### src/rtl/uart_pkg.sv
// uart_pkg: register indices, STATUS bit positions and FSM encodings for uart_fifo_periph
package uart_pkg;
    localparam logic [2:0] REG_DATA   = 3'd0;
    localparam logic [2:0] REG_STATUS = 3'd1;
    localparam logic [2:0] REG_DIV    = 3'd2;
    localparam logic [2:0] REG_CTRL   = 3'd3;
    localparam int ST_TX_FULL    = 0;
    localparam int ST_TX_EMPTY   = 1;
    localparam int ST_RX_EMPTY   = 2;
    localparam int ST_RX_FULL    = 3;
    localparam int ST_OVERRUN    = 4;
    localparam int ST_FRAME_ERR  = 5;
    localparam int ST_PARITY_ERR = 6;
    localparam int ST_TX_BUSY    = 7;
    typedef enum logic [2:0] {TX_IDLE, TX_START, TX_DATA, TX_PARITY, TX_STOP} tx_state_t;
    typedef enum logic [2:0] {RX_IDLE, RX_START, RX_DATA, RX_PARITY, RX_STOP} rx_state_t;
endpackage

### src/rtl/uart_fifo_periph_if.sv
// uart_fifo_periph_if: word-register bus with a one-cycle ready pulse per access
interface uart_fifo_periph_if;
    logic        valid;
    logic [2:0]  addr;
    logic [31:0] wdata;
    logic        wstrb;
    logic [31:0] rdata;
    logic        ready;
    modport master (output valid, addr, wdata, wstrb, input rdata, ready);
    modport slave  (input valid, addr, wdata, wstrb, output rdata, ready);
endinterface

### src/rtl/sync_fifo.sv
// sync_fifo: single-clock FIFO; simultaneous push and pop both take effect
module sync_fifo #(
    parameter int WIDTH = 8,
    parameter int DEPTH = 16
) (
    input  logic             clk,
    input  logic             reset,
    input  logic             push,
    input  logic [WIDTH-1:0] din,
    input  logic             pop,
    output logic [WIDTH-1:0] dout,
    output logic             full,
    output logic             empty
);
    localparam int AW = $clog2(DEPTH);
    logic [WIDTH-1:0] mem [DEPTH];
    logic [AW:0] wr_ptr, rd_ptr;
    logic do_push, do_pop;
    assign do_pop  = pop && !empty;
    assign do_push = push && (!full || do_pop);
    assign empty   = wr_ptr == rd_ptr;
    assign full    = (wr_ptr[AW] != rd_ptr[AW]) && (wr_ptr[AW-1:0] == rd_ptr[AW-1:0]);
    assign dout    = mem[rd_ptr[AW-1:0]];
    // Storage array, written on accepted pushes only
    always_ff @(posedge clk) begin
        if (do_push) mem[wr_ptr[AW-1:0]] <= din;
    end
    // Read/write pointers carry an extra wrap bit to tell full from empty
    always_ff @(posedge clk or posedge reset) begin
        if (reset) begin
            wr_ptr <= '0;
            rd_ptr <= '0;
        end else begin
            wr_ptr <= do_push ? wr_ptr + 1'b1 : wr_ptr;
            rd_ptr <= do_pop ? rd_ptr + 1'b1 : rd_ptr;
        end
    end
endmodule

### src/rtl/uart_fifo_periph.sv
// uart_fifo_periph: register-mapped UART with TX/RX FIFOs; define UART_PARITY_EN for even parity (8E1), default 8N1
module uart_fifo_periph
    import uart_pkg::*;
#(
    parameter int TX_DEPTH  = 16,
    parameter int RX_DEPTH  = 16,
    parameter int DIV_WIDTH = 16,
    parameter int DIV_RESET = 814
) (
    input  logic              clk,
    input  logic              reset,
    uart_fifo_periph_if.slave bus,
    output logic              irq,
    input  logic              rxd,
    output logic              txd
);
`ifdef UART_PARITY_EN
    localparam bit PAR_EN = 1'b1;
`else
    localparam bit PAR_EN = 1'b0;
`endif
    logic accept, div_wr, tick, rx_ie, tx_ie, overrun, frame_err, parity_err;
    logic [DIV_WIDTH-1:0] div, cnt;
    logic [7:0] st_clr, status;
    logic [31:0] rd_val;
    logic tx_push, tx_pop, tx_full, tx_empty, tx_busy;
    logic [7:0] tx_dout;
    logic rx_push, rx_pop, rx_full, rx_empty;
    logic [7:0] rx_dout;
    tx_state_t tx_state, tx_state_n;
    logic [3:0] tx_tcnt, tx_tcnt_n;
    logic [2:0] tx_bcnt, tx_bcnt_n;
    logic [7:0] tx_sh, tx_sh_n;
    logic tx_par, tx_par_n;
    rx_state_t rx_state, rx_state_n;
    logic [3:0] rx_tcnt, rx_tcnt_n;
    logic [2:0] rx_bcnt, rx_bcnt_n;
    logic [7:0] rx_sh, rx_sh_n;
    logic rx_par, rx_par_n, rx_s1, rx_s2, rx_prev;
    logic rx_ovr_set, rx_frm_set, rx_par_set;

    assign accept  = bus.valid && !bus.ready;
    assign div_wr  = accept && bus.wstrb && bus.addr == REG_DIV;
    assign st_clr  = (accept && bus.wstrb && bus.addr == REG_STATUS) ? bus.wdata[7:0] : 8'h00;
    assign tx_push = accept && bus.wstrb && bus.addr == REG_DATA;
    assign rx_pop  = accept && !bus.wstrb && bus.addr == REG_DATA;
    assign tick    = cnt == div;
    assign tx_busy = tx_state != TX_IDLE;

    sync_fifo #(.WIDTH(8), .DEPTH(TX_DEPTH)) u_tx_fifo (
        .clk(clk), .reset(reset), .push(tx_push), .din(bus.wdata[7:0]), .pop(tx_pop),
        .dout(tx_dout), .full(tx_full), .empty(tx_empty)
    );
    sync_fifo #(.WIDTH(8), .DEPTH(RX_DEPTH)) u_rx_fifo (
        .clk(clk), .reset(reset), .push(rx_push), .din(rx_sh_n), .pop(rx_pop),
        .dout(rx_dout), .full(rx_full), .empty(rx_empty)
    );

    // STATUS assembly and read-data mux for the addressed register
    always_comb begin
        status = '0;
        status[ST_TX_FULL]    = tx_full;
        status[ST_TX_EMPTY]   = tx_empty;
        status[ST_RX_EMPTY]   = rx_empty;
        status[ST_RX_FULL]    = rx_full;
        status[ST_OVERRUN]    = overrun;
        status[ST_FRAME_ERR]  = frame_err;
        status[ST_PARITY_ERR] = parity_err;
        status[ST_TX_BUSY]    = tx_busy;
        rd_val = bus.addr == REG_DATA   ? (rx_empty ? 32'h0 : 32'(rx_dout)) :
                 bus.addr == REG_STATUS ? 32'(status) :
                 bus.addr == REG_DIV    ? 32'(div) :
                 bus.addr == REG_CTRL   ? {30'h0, tx_ie, rx_ie} : 32'h0;
    end

    // Bus handshake, registered read data, DIV and CTRL registers
    always_ff @(posedge clk or posedge reset) begin
        if (reset) begin
            bus.ready <= 1'b0;
            bus.rdata <= '0;
            div       <= DIV_WIDTH'(DIV_RESET);
            rx_ie     <= 1'b0;
            tx_ie     <= 1'b0;
        end else begin
            bus.ready <= accept;
            if (accept) bus.rdata <= bus.wstrb ? 32'h0 : rd_val;
            if (div_wr) div <= bus.wdata[DIV_WIDTH-1:0];
            if (accept && bus.wstrb && bus.addr == REG_CTRL) {tx_ie, rx_ie} <= bus.wdata[1:0];
        end
    end

    // Sticky error flags: a new error wins over a same-cycle software clear
    always_ff @(posedge clk or posedge reset) begin
        if (reset) begin
            overrun    <= 1'b0;
            frame_err  <= 1'b0;
            parity_err <= 1'b0;
        end else begin
            overrun    <= rx_ovr_set || (overrun && !st_clr[ST_OVERRUN]);
            frame_err  <= rx_frm_set || (frame_err && !st_clr[ST_FRAME_ERR]);
            parity_err <= rx_par_set || (parity_err && !st_clr[ST_PARITY_ERR]);
        end
    end

    // Registered level interrupt
    always_ff @(posedge clk or posedge reset) begin
        if (reset) irq <= 1'b0;
        else irq <= (rx_ie && !rx_empty) || (tx_ie && tx_empty && !tx_busy);
    end

    // 16x oversampling tick: count 0..DIV, restart on a DIV write
    always_ff @(posedge clk or posedge reset) begin
        if (reset) cnt <= '0;
        else cnt <= (div_wr || tick) ? '0 : cnt + DIV_WIDTH'(1);
    end

    // TX state register
    always_ff @(posedge clk or posedge reset) begin
        if (reset) begin
            tx_state <= TX_IDLE;
            tx_tcnt  <= '0;
            tx_bcnt  <= '0;
            tx_sh    <= '0;
            tx_par   <= 1'b0;
        end else begin
            tx_state <= tx_state_n;
            tx_tcnt  <= tx_tcnt_n;
            tx_bcnt  <= tx_bcnt_n;
            tx_sh    <= tx_sh_n;
            tx_par   <= tx_par_n;
        end
    end

    // TX next state and line level; IDLE waits for a tick so the start bit is a full 16 ticks
    always_comb begin
        tx_state_n = tx_state;
        tx_tcnt_n  = tx_tcnt;
        tx_bcnt_n  = tx_bcnt;
        tx_sh_n    = tx_sh;
        tx_par_n   = tx_par;
        tx_pop     = 1'b0;
        txd        = 1'b1;
        case (tx_state)
            TX_IDLE: if (tick && !tx_empty) begin
                tx_pop     = 1'b1;
                tx_sh_n    = tx_dout;
                tx_par_n   = ^tx_dout;
                tx_tcnt_n  = '0;
                tx_state_n = TX_START;
            end
            TX_START: begin
                txd = 1'b0;
                if (tick) begin
                    tx_tcnt_n = tx_tcnt + 4'd1;
                    if (tx_tcnt == 4'd15) begin
                        tx_bcnt_n  = '0;
                        tx_state_n = TX_DATA;
                    end
                end
            end
            TX_DATA: begin
                txd = tx_sh[0];
                if (tick) begin
                    tx_tcnt_n = tx_tcnt + 4'd1;
                    if (tx_tcnt == 4'd15) begin
                        tx_sh_n   = tx_sh >> 1;
                        tx_bcnt_n = tx_bcnt + 3'd1;
                        if (tx_bcnt == 3'd7) tx_state_n = PAR_EN ? TX_PARITY : TX_STOP;
                    end
                end
            end
            TX_PARITY: begin
                txd = tx_par;
                if (tick) begin
                    tx_tcnt_n = tx_tcnt + 4'd1;
                    if (tx_tcnt == 4'd15) tx_state_n = TX_STOP;
                end
            end
            TX_STOP: if (tick) begin
                tx_tcnt_n = tx_tcnt + 4'd1;
                if (tx_tcnt == 4'd15) tx_state_n = TX_IDLE;
            end
            default: tx_state_n = TX_IDLE;
        endcase
    end

    // RX synchroniser, edge history and state register
    always_ff @(posedge clk or posedge reset) begin
        if (reset) begin
            rx_s1    <= 1'b1;
            rx_s2    <= 1'b1;
            rx_prev  <= 1'b1;
            rx_state <= RX_IDLE;
            rx_tcnt  <= '0;
            rx_bcnt  <= '0;
            rx_sh    <= '0;
            rx_par   <= 1'b0;
        end else begin
            rx_s1    <= rxd;
            rx_s2    <= rx_s1;
            rx_prev  <= rx_s2;
            rx_state <= rx_state_n;
            rx_tcnt  <= rx_tcnt_n;
            rx_bcnt  <= rx_bcnt_n;
            rx_sh    <= rx_sh_n;
            rx_par   <= rx_par_n;
        end
    end

    // RX next state: start bit rechecked at mid-bit, later samples every 16 ticks from there
    always_comb begin
        rx_state_n = rx_state;
        rx_tcnt_n  = rx_tcnt;
        rx_bcnt_n  = rx_bcnt;
        rx_sh_n    = rx_sh;
        rx_par_n   = rx_par;
        rx_push    = 1'b0;
        rx_ovr_set = 1'b0;
        rx_frm_set = 1'b0;
        rx_par_set = 1'b0;
        case (rx_state)
            RX_IDLE: if (rx_prev && !rx_s2) begin
                rx_tcnt_n  = '0;
                rx_par_n   = 1'b0;
                rx_state_n = RX_START;
            end
            RX_START: if (tick) begin
                rx_tcnt_n = rx_tcnt + 4'd1;
                if (rx_tcnt == 4'd7) begin
                    rx_tcnt_n  = '0;
                    rx_bcnt_n  = '0;
                    rx_state_n = rx_s2 ? RX_IDLE : RX_DATA;
                end
            end
            RX_DATA: if (tick) begin
                rx_tcnt_n = rx_tcnt + 4'd1;
                if (rx_tcnt == 4'd15) begin
                    rx_sh_n   = {rx_s2, rx_sh[7:1]};
                    rx_par_n  = rx_par ^ rx_s2;
                    rx_bcnt_n = rx_bcnt + 3'd1;
                    if (rx_bcnt == 3'd7) rx_state_n = PAR_EN ? RX_PARITY : RX_STOP;
                end
            end
            RX_PARITY: if (tick) begin
                rx_tcnt_n = rx_tcnt + 4'd1;
                if (rx_tcnt == 4'd15) begin
                    rx_par_n   = rx_par ^ rx_s2;
                    rx_state_n = RX_STOP;
                end
            end
            RX_STOP: if (tick) begin
                rx_tcnt_n = rx_tcnt + 4'd1;
                if (rx_tcnt == 4'd15) begin
                    rx_state_n = RX_IDLE;
                    if (!rx_s2) rx_frm_set = 1'b1;
                    else if (PAR_EN && rx_par) rx_par_set = 1'b1;
                    else if (rx_full) rx_ovr_set = 1'b1;
                    else rx_push = 1'b1;
                end
            end
            default: rx_state_n = RX_IDLE;
        endcase
    end
endmodule

### src/flat_wrapper.sv
// flat-port wrapper written by rule: the top's interface ports become plain ports
module uart_fifo_periph_flat import uart_pkg::*;
#(
    parameter int TX_DEPTH  = 16,
    parameter int RX_DEPTH  = 16,
    parameter int DIV_WIDTH = 16,
    parameter int DIV_RESET = 814
)
  (clk, reset, irq, rxd, txd, bus_valid, bus_addr, bus_wdata, bus_wstrb, bus_rdata, bus_ready);
  uart_fifo_periph_if bus_i ();
  input  logic clk;
  input  logic reset;
  output logic irq;
  input  logic rxd;
  output logic txd;
  input wire logic [$bits(bus_i.valid)-1:0] bus_valid;
  input wire logic [$bits(bus_i.addr)-1:0] bus_addr;
  input wire logic [$bits(bus_i.wdata)-1:0] bus_wdata;
  input wire logic [$bits(bus_i.wstrb)-1:0] bus_wstrb;
  output wire logic [$bits(bus_i.rdata)-1:0] bus_rdata;
  output wire logic [$bits(bus_i.ready)-1:0] bus_ready;
  assign bus_i.valid = bus_valid;
  assign bus_i.addr = bus_addr;
  assign bus_i.wdata = bus_wdata;
  assign bus_i.wstrb = bus_wstrb;
  assign bus_rdata = bus_i.rdata;
  assign bus_ready = bus_i.ready;
  uart_fifo_periph #(.TX_DEPTH(TX_DEPTH), .RX_DEPTH(RX_DEPTH), .DIV_WIDTH(DIV_WIDTH), .DIV_RESET(DIV_RESET)) u_core (.clk(clk), .reset(reset), .bus(bus_i), .irq(irq), .rxd(rxd), .txd(txd));
endmodule
### config.mk
export PLATFORM = sky130hd
export DESIGN_NAME = uart_fifo_periph_flat
export DESIGN_NICKNAME = d
export VERILOG_FILES = /design/src/rtl/uart_pkg.sv /design/src/rtl/uart_fifo_periph_if.sv /design/src/rtl/sync_fifo.sv /design/src/rtl/uart_fifo_periph.sv /design/src/flat_wrapper.sv
export SDC_FILE = /design/constraint.sdc
export NUM_CORES = 1
export LEC_CHECK = 0
export ABC_AREA = 1
export CAP_MARGIN = 25
export CORE_ASPECT_RATIO = 1.2
export CORE_MARGIN = 2
export CORE_UTILIZATION = 29
export CTS_CLUSTER_DIAMETER = 80
export DETAILED_ROUTE_END_ITERATION = 16
export DONT_BUFFER_PORTS = 1
export SYNTH_ARGS = -nofsm -noshare
export SYNTH_HDL_FRONTEND = slang
export SYNTH_HIERARCHICAL = 1
export SYNTH_SLANG_ARGS = --single-unit
### constraint.sdc
create_clock -name clk -period 3.2 [get_ports clk]
set_input_delay 0.16 -clock clk [delete_from_list [all_inputs] [get_ports clk]]
set_output_delay 0.16 -clock clk [all_outputs]
set_load 0.02 [all_outputs]
## Word level (Yosys, flattened, before mapping)

Memory sizes are Yosys's and may differ from the RTL's.
Index checks and enable logic that the tools add are counted.

- Bits in registers: 131
- Bits in writable memories: 256
- Input port bits: 40
- Output and inout bits: 35
- Logic and storage cells: 216
- Memories: 2

- Add/subtract/negate cells: 9
- Equal/unequal tests: 45
- Mux-type cells: 75
- Reduce and logical (&&, ||, !) cells: 59

Memories:

| name | depth | bits a word | rd ports | clocked after memory_dff | write ports | line | text |
|---|---|---|---|---|---|---|---|
| u_core.u_rx_fifo.mem | 16 | 8 | 1 | 0 | 1 | sync_fifo.sv:16 | `logic [WIDTH-1:0] mem [DEPTH];` |
| u_core.u_tx_fifo.mem | 16 | 8 | 1 | 0 | 1 | sync_fifo.sv:16 |  |

Operators with widths:

| kind | number |
|---|---|
| 32-bit two-way mux | 4 |
| 3-bit two-way mux | 26 |
| 8-bit two-way mux | 7 |
| 2-bit by 1-bit != test with 1-bit output, second input constant | 22 |
| 3-bit case mux with 5 select lines | 2 |
| 4-bit two-way mux | 6 |
| 1-bit logical AND | 22 |
| 5-bit by 1-bit adder with 5-bit output, second input constant | 4 |
| 1-bit two-way mux | 20 |
| 10-bit AND reduction | 2 |
| 3-bit by 2-bit == test with 1-bit output, second input constant | 6 |
| 16-bit by 1-bit adder with 16-bit output, second input constant | 1 |
| 16-bit == test | 1 |
| 16-bit two-way mux | 1 |
| 8-bit case mux with 2 select lines | 1 |
| 3-bit == test, second input constant | 4 |
| 3-bit case mux with 2 select lines | 2 |
| 4-bit case mux with 3 select lines | 1 |
| 1-bit logical NOT | 11 |
| 5-bit == test | 2 |
| 5-bit AND reduction | 2 |
| 3-bit by 1-bit == test with 1-bit output, second input constant | 3 |
| 3-bit logical NOT | 3 |
| 4-bit by 1-bit adder with 4-bit output, second input constant | 2 |
| 18 further kinds | 33 |

## Depth between registers and ports, before layout

- Depth after elaboration: 10
- Depth in mapped cells: 16

## By module

The synthesis kept the hierarchy.

By module, submodules not included:

| module | instances | cells each | area each (um^2) |
|---|---|---|---|
| sync_fifo (u_core.u_tx_fifo) | 1 | 513 | 5,851.9 |
| sync_fifo (u_core.u_rx_fifo) | 1 | 512 | 5,849.4 |
| uart_fifo_periph | 1 | 637 | 4,958.5 |

## Worst setup path after synthesis

No wires, ideal clock.

- Path type: reg2reg
- Start: register u_core.div[2]
- End: memory u_core.u_rx_fifo.mem[13][0], enable pin
- Arrival: 2,171 ps
- Setup slack: 658 ps
- Stages on the path, launching flop included: 14
- Clock period less this slack: 2,542 ps
- Path through: dfstp_2 inv_1 nand2_1 nand2_1 nor2_1 nand2_1 nor2_4 nand2_4 nor2_1 nand3_1 nor2_1 nand2_2 buf_4 nor2_1

- Word-level cells in the longest chain between the ends: 6

Ends and longest elaborated chain:

| item | line | text |
|---|---|---|
| start: declaration | uart_fifo_periph.sv:23 | `logic [DIV_WIDTH-1:0] div, cnt;` |
| start signal: assignment | uart_fifo_periph.sv:81 | `div <= DIV_WIDTH'(DIV_RESET);` |
| start signal: assignment | uart_fifo_periph.sv:87 | `if (div_wr) div <= bus.wdata[DIV_WIDTH-1:0];` |
| 16-bit == test | uart_fifo_periph.sv:47 | `assign tick = cnt == div;` |
| 1-bit two-way mux | uart_fifo_periph.sv:251 | `RX_STOP: if (tick) begin` |
| 1-bit two-way mux | uart_fifo_periph.sv:221 | `case (rx_state)` |
| net u_core.rx_push | uart_fifo_periph.sv:28 | `logic rx_push, rx_pop, rx_full, rx_empty;` |
| 1-bit logical AND | sync_fifo.sv:20 | `assign do_push = push && (!full \|\| do_pop);` |
| 1-bit two-way mux | sync_fifo.sv:26 | `if (do_push) mem[wr_ptr[AW-1:0]] <= din;` |
| 1-bit two-way mux (implied by the code) | sync_fifo.sv:26 |  |
| end: declaration | sync_fifo.sv:16 |  |

The timed path passes the listed nets, and every way through them passes these cells.

## Final worst setup path

- Start: register u_core.div[9]
- End: memory u_core.u_tx_fifo.mem[7][0], enable pin

- Word-level cells in the longest chain between the ends: 9

Ends and longest elaborated chain:

| item | line | text |
|---|---|---|
| 16-bit == test | uart_fifo_periph.sv:47 |  |
| 1-bit logical AND | uart_fifo_periph.sv:144 | `TX_IDLE: if (tick && !tx_empty) begin` |
| 1-bit two-way mux | uart_fifo_periph.sv:144 |  |
| 1-bit two-way mux | uart_fifo_periph.sv:143 | `case (tx_state)` |
| net u_core.tx_pop | uart_fifo_periph.sv:26 | `logic tx_push, tx_pop, tx_full, tx_empty, tx_busy;` |
| 1-bit logical AND | sync_fifo.sv:19 | `assign do_pop = pop && !empty;` |
| 1-bit logical OR | sync_fifo.sv:20 |  |
| 1-bit logical AND | sync_fifo.sv:20 |  |
| 1-bit two-way mux | sync_fifo.sv:26 |  |
| 1-bit two-way mux (implied by the code) | sync_fifo.sv:26 |  |
| end: declaration | sync_fifo.sv:16 |  |

The timed path passes the listed nets, and every way through them passes these cells.

==> metrics.cfg <==
[sta]
finalMaxSlewViolations=0
period_share_pct=89.9
fmax_ghz=0.348
finalSetupViolations=0
tightest_slew_ns=0.968
tns_ns=0
skew_ns=0.0291
timing_hold_violations_final=0
rsz0062_at_grt=no
slew_headroom_pct=35.2
fin_ws_ns=0.324
whs_ns=0.0421
period_needed_ns=2.88

[worst_setup_path]
critical_path_buf_inv_count=4
critical_path.max_stage_delay_ns=0.66
path_class=reg2reg
crit_required_ns=3.38
worst_setup_path_end_kind=register
crit_path_start_kind=register
critPathMaxFanout=21
cp_slowest_cell=nor2_1
cp_top_family=simple AND/OR/NAND/NOR gates
arrival_ns=3.06
worstPathCellList=inv_1, nand2_1, nand2_1, nor2_1, nand2_1, nor2_4, nand2_4, inv_4, nand3_2, inv_1, inv_1, nand4_4, nand2_4, nor2_1

[clocking]
clock-root-buffer=clkbuf_16
post-cts-setup-buffers=0
clkLatencyLatePin_ns=0.56
cts_tree=done
numCtsBuffers=41
cts_resized=0
clk_path_buf_depth=3
clk_pin_slew_ns=0.06
cts_sinks=371
htreeDepth=2

[synth]
ys.warnings.count=6
ys_ff_latch=371
yosysSeqAreaShare_pct=63.5
synthDistinctLibCells=43
syn_avg_cell_area_um2=10.0
synth_top_area_cell=edfxtp_1
synth_area_mm2=0.0167
syn_inst=1662
yosysTopAreaCellShare_pct=46.1
ys_top_cells_by_area=edfxtp_1 (46%), dfrtp_1 (16%), nand2_1 (8.6%)

[drt]
drt_wl_total_um=39600
firstDrtPassIters=5
ant_nets=0
num_vias=11600
post_drt_via_cell_ratio=4.69
wl_per_cell_um=16.0
dr.first_iter.drc_count=1014
drc=0

[layout]
area_growth_pct=14.6
n_antenna_cell=0
drive_above_1_share_pct=9.43
final_common_cell=nand2_1
final_nets=1765
final_area_mm2=0.0191
mostFrequentLayoutCells=nand2_1 (380), nor2_1 (266), edfxtp_1 (256), o21ai_0 (194), inv_1 (115)

[power]
ir_drop_mv=0.411
power_mw=11.2
power_density_mw_per_mm2=584
power.leakage_nw=7.80

[placement]
finalWeightedCongestion=0.868
dpl.hpwl_um=26400
dp_slack_ns=0.318
place_area_mm2=0.0175
port-buffer-count=0

[outcome]
outcome=finished clean

[floorplanning]
row_count=96
die_h_um=267
io_pins=75
dieWidth_um=223
core_area_mm2=0.0571
start_util_pct=29.2
die_area_mm2=0.0594

[global_routing]
grt_pass1_vias=11300
grt_pass1_wl_um=62600
antenna_found_initial=1
grt-ovfl-total=0
grtUsageTotal_pct=13.3
grt_start_max_net_pins=66

[hold_path]
hold_path_class=in2reg

[job]
max_cap_viol_count=0

-- worst paths after layout --
check | start | endpoint | slack [ns] | cells past startpoint
max | u_core/div[9] | u_core/u_tx_fifo/mem[7][0] | 0.32 | 14
min | bus_addr[0] | u_core/frame_err | 0.04 | 5
min in group asynchronous | reset | u_core/u_tx_fifo/wr_ptr[1] | 0.21 | 2
min reg2reg | u_core/rx_s1 | u_core/rx_s2 | 0.36 | 0
max reg2reg | u_core/div[9] | u_core/u_tx_fifo/mem[7][0] | 0.32 | 14
max in group asynchronous | reset | u_core/rx_s1 | 2.02 | 3
-- power breakdown --
part / leakage (nW) / internal, mW / switching (mW)
Sequential: 4.03 / 5.32 / 0.216
Combinational: 3.12 / 0.294 / 0.620
Clock: 0.652 / 2.83 / 1.87
Total: 7.80 / 8.45 / 2.70
-- logic make-up (layout without fill, tap and decap cells) --
group	count (synthesis)	after routing	synth area share (%)
adders and majority gates	17	17	1.28
xor gates and xnor gates	27	27	1.42
buffers and inverters	203	266	5.41
and+or+nand+nor	749	749	18.6
DFF	371	371	63.5
other	1	16	0.0225
AOI/OAI and AO/OA	294	294	9.83
-- cell usage after synthesis (all sizes together) --
cell type    n
o21ai      211
o221ai       2
o211ai      33
o22ai       17
inv        125
xor2        11
o32ai        1
xnor2       16
clkbuf      23
nand4        7
clkinv       3
conb         1
dfrtp      106
nor2       279
a221oi       3
o31ai        3
nand3       58
buf         52
nor3         4
dfstp        9
a21boi       1
a21oi       23
nand3b       3
edfxtp     256
or2          1
nor3b        1
ha          17
nand2      396
-- layout make-up --
class,instances,area (um2)
repair buffers,63,531
clock inverters,18,198
multi-input cells,1103,5240
flip-flops and latches,371,10600
well taps,735,920
fillers,5710,38000
inverters,128,485
clock buffers,57,1150
-- registers in the layout, indices dropped and copies added, names as in the netlist, 3 cells and up --
name                     flops
u_core/u_rx_fifo/mem       128
u_core/u_tx_fifo/mem       128
u_core/bus.rdata            16
u_core/cnt                  16
u_core/div                  16
u_core/rx_sh                 8
u_core/tx_sh                 8
u_core/u_rx_fifo/rd_ptr      5
u_core/u_rx_fifo/wr_ptr      5
u_core/u_tx_fifo/rd_ptr      5
u_core/u_tx_fifo/wr_ptr      5
u_core/rx_tcnt               4
u_core/tx_tcnt               4
u_core/rx_bcnt               3
u_core/rx_state              3
u_core/tx_bcnt               3
u_core/tx_state              3
-- per-stage QoR --
step,instances,utilization [%]
final,2475,33.5
after global placement,2377,30.7
after global routing,2475,33.5
after detailed placement,2377,30.7
after CTS,2475,33.5
after floorplan,1677,-
-- repair_timing --
| item | 4_1_cts | 5_1_grt |
|---|---|---|
| endpoints found under the hold margin | 234 | 0 |
| hold buffers | 23 | 0 |
| endpoints found under the setup margin | 0 | 0 |
-- worst reg2reg max path: cells and delay by family, from the launching register on --
| kind | cells | cell delay [ns] |
|---|---|---|
| simple gates | 10 | 1.67 |
| flops | 1 | 0.52 |
| buf+inv | 4 | 0.33 |
-- metal layers --
metal | GRT usage (%) | share of wire, % | vias up
li1 | - | - | 5631
met1 | 16.8 | 42 | 5575
met2 | 22.5 | 48 | 334
met3 | 2.82 | 6.6 | 76
met4 | 5.01 | 3.0 | 2
met5 | 0 | 0.033 | -
No activity file was read; power rests on OpenSTA's default activity.
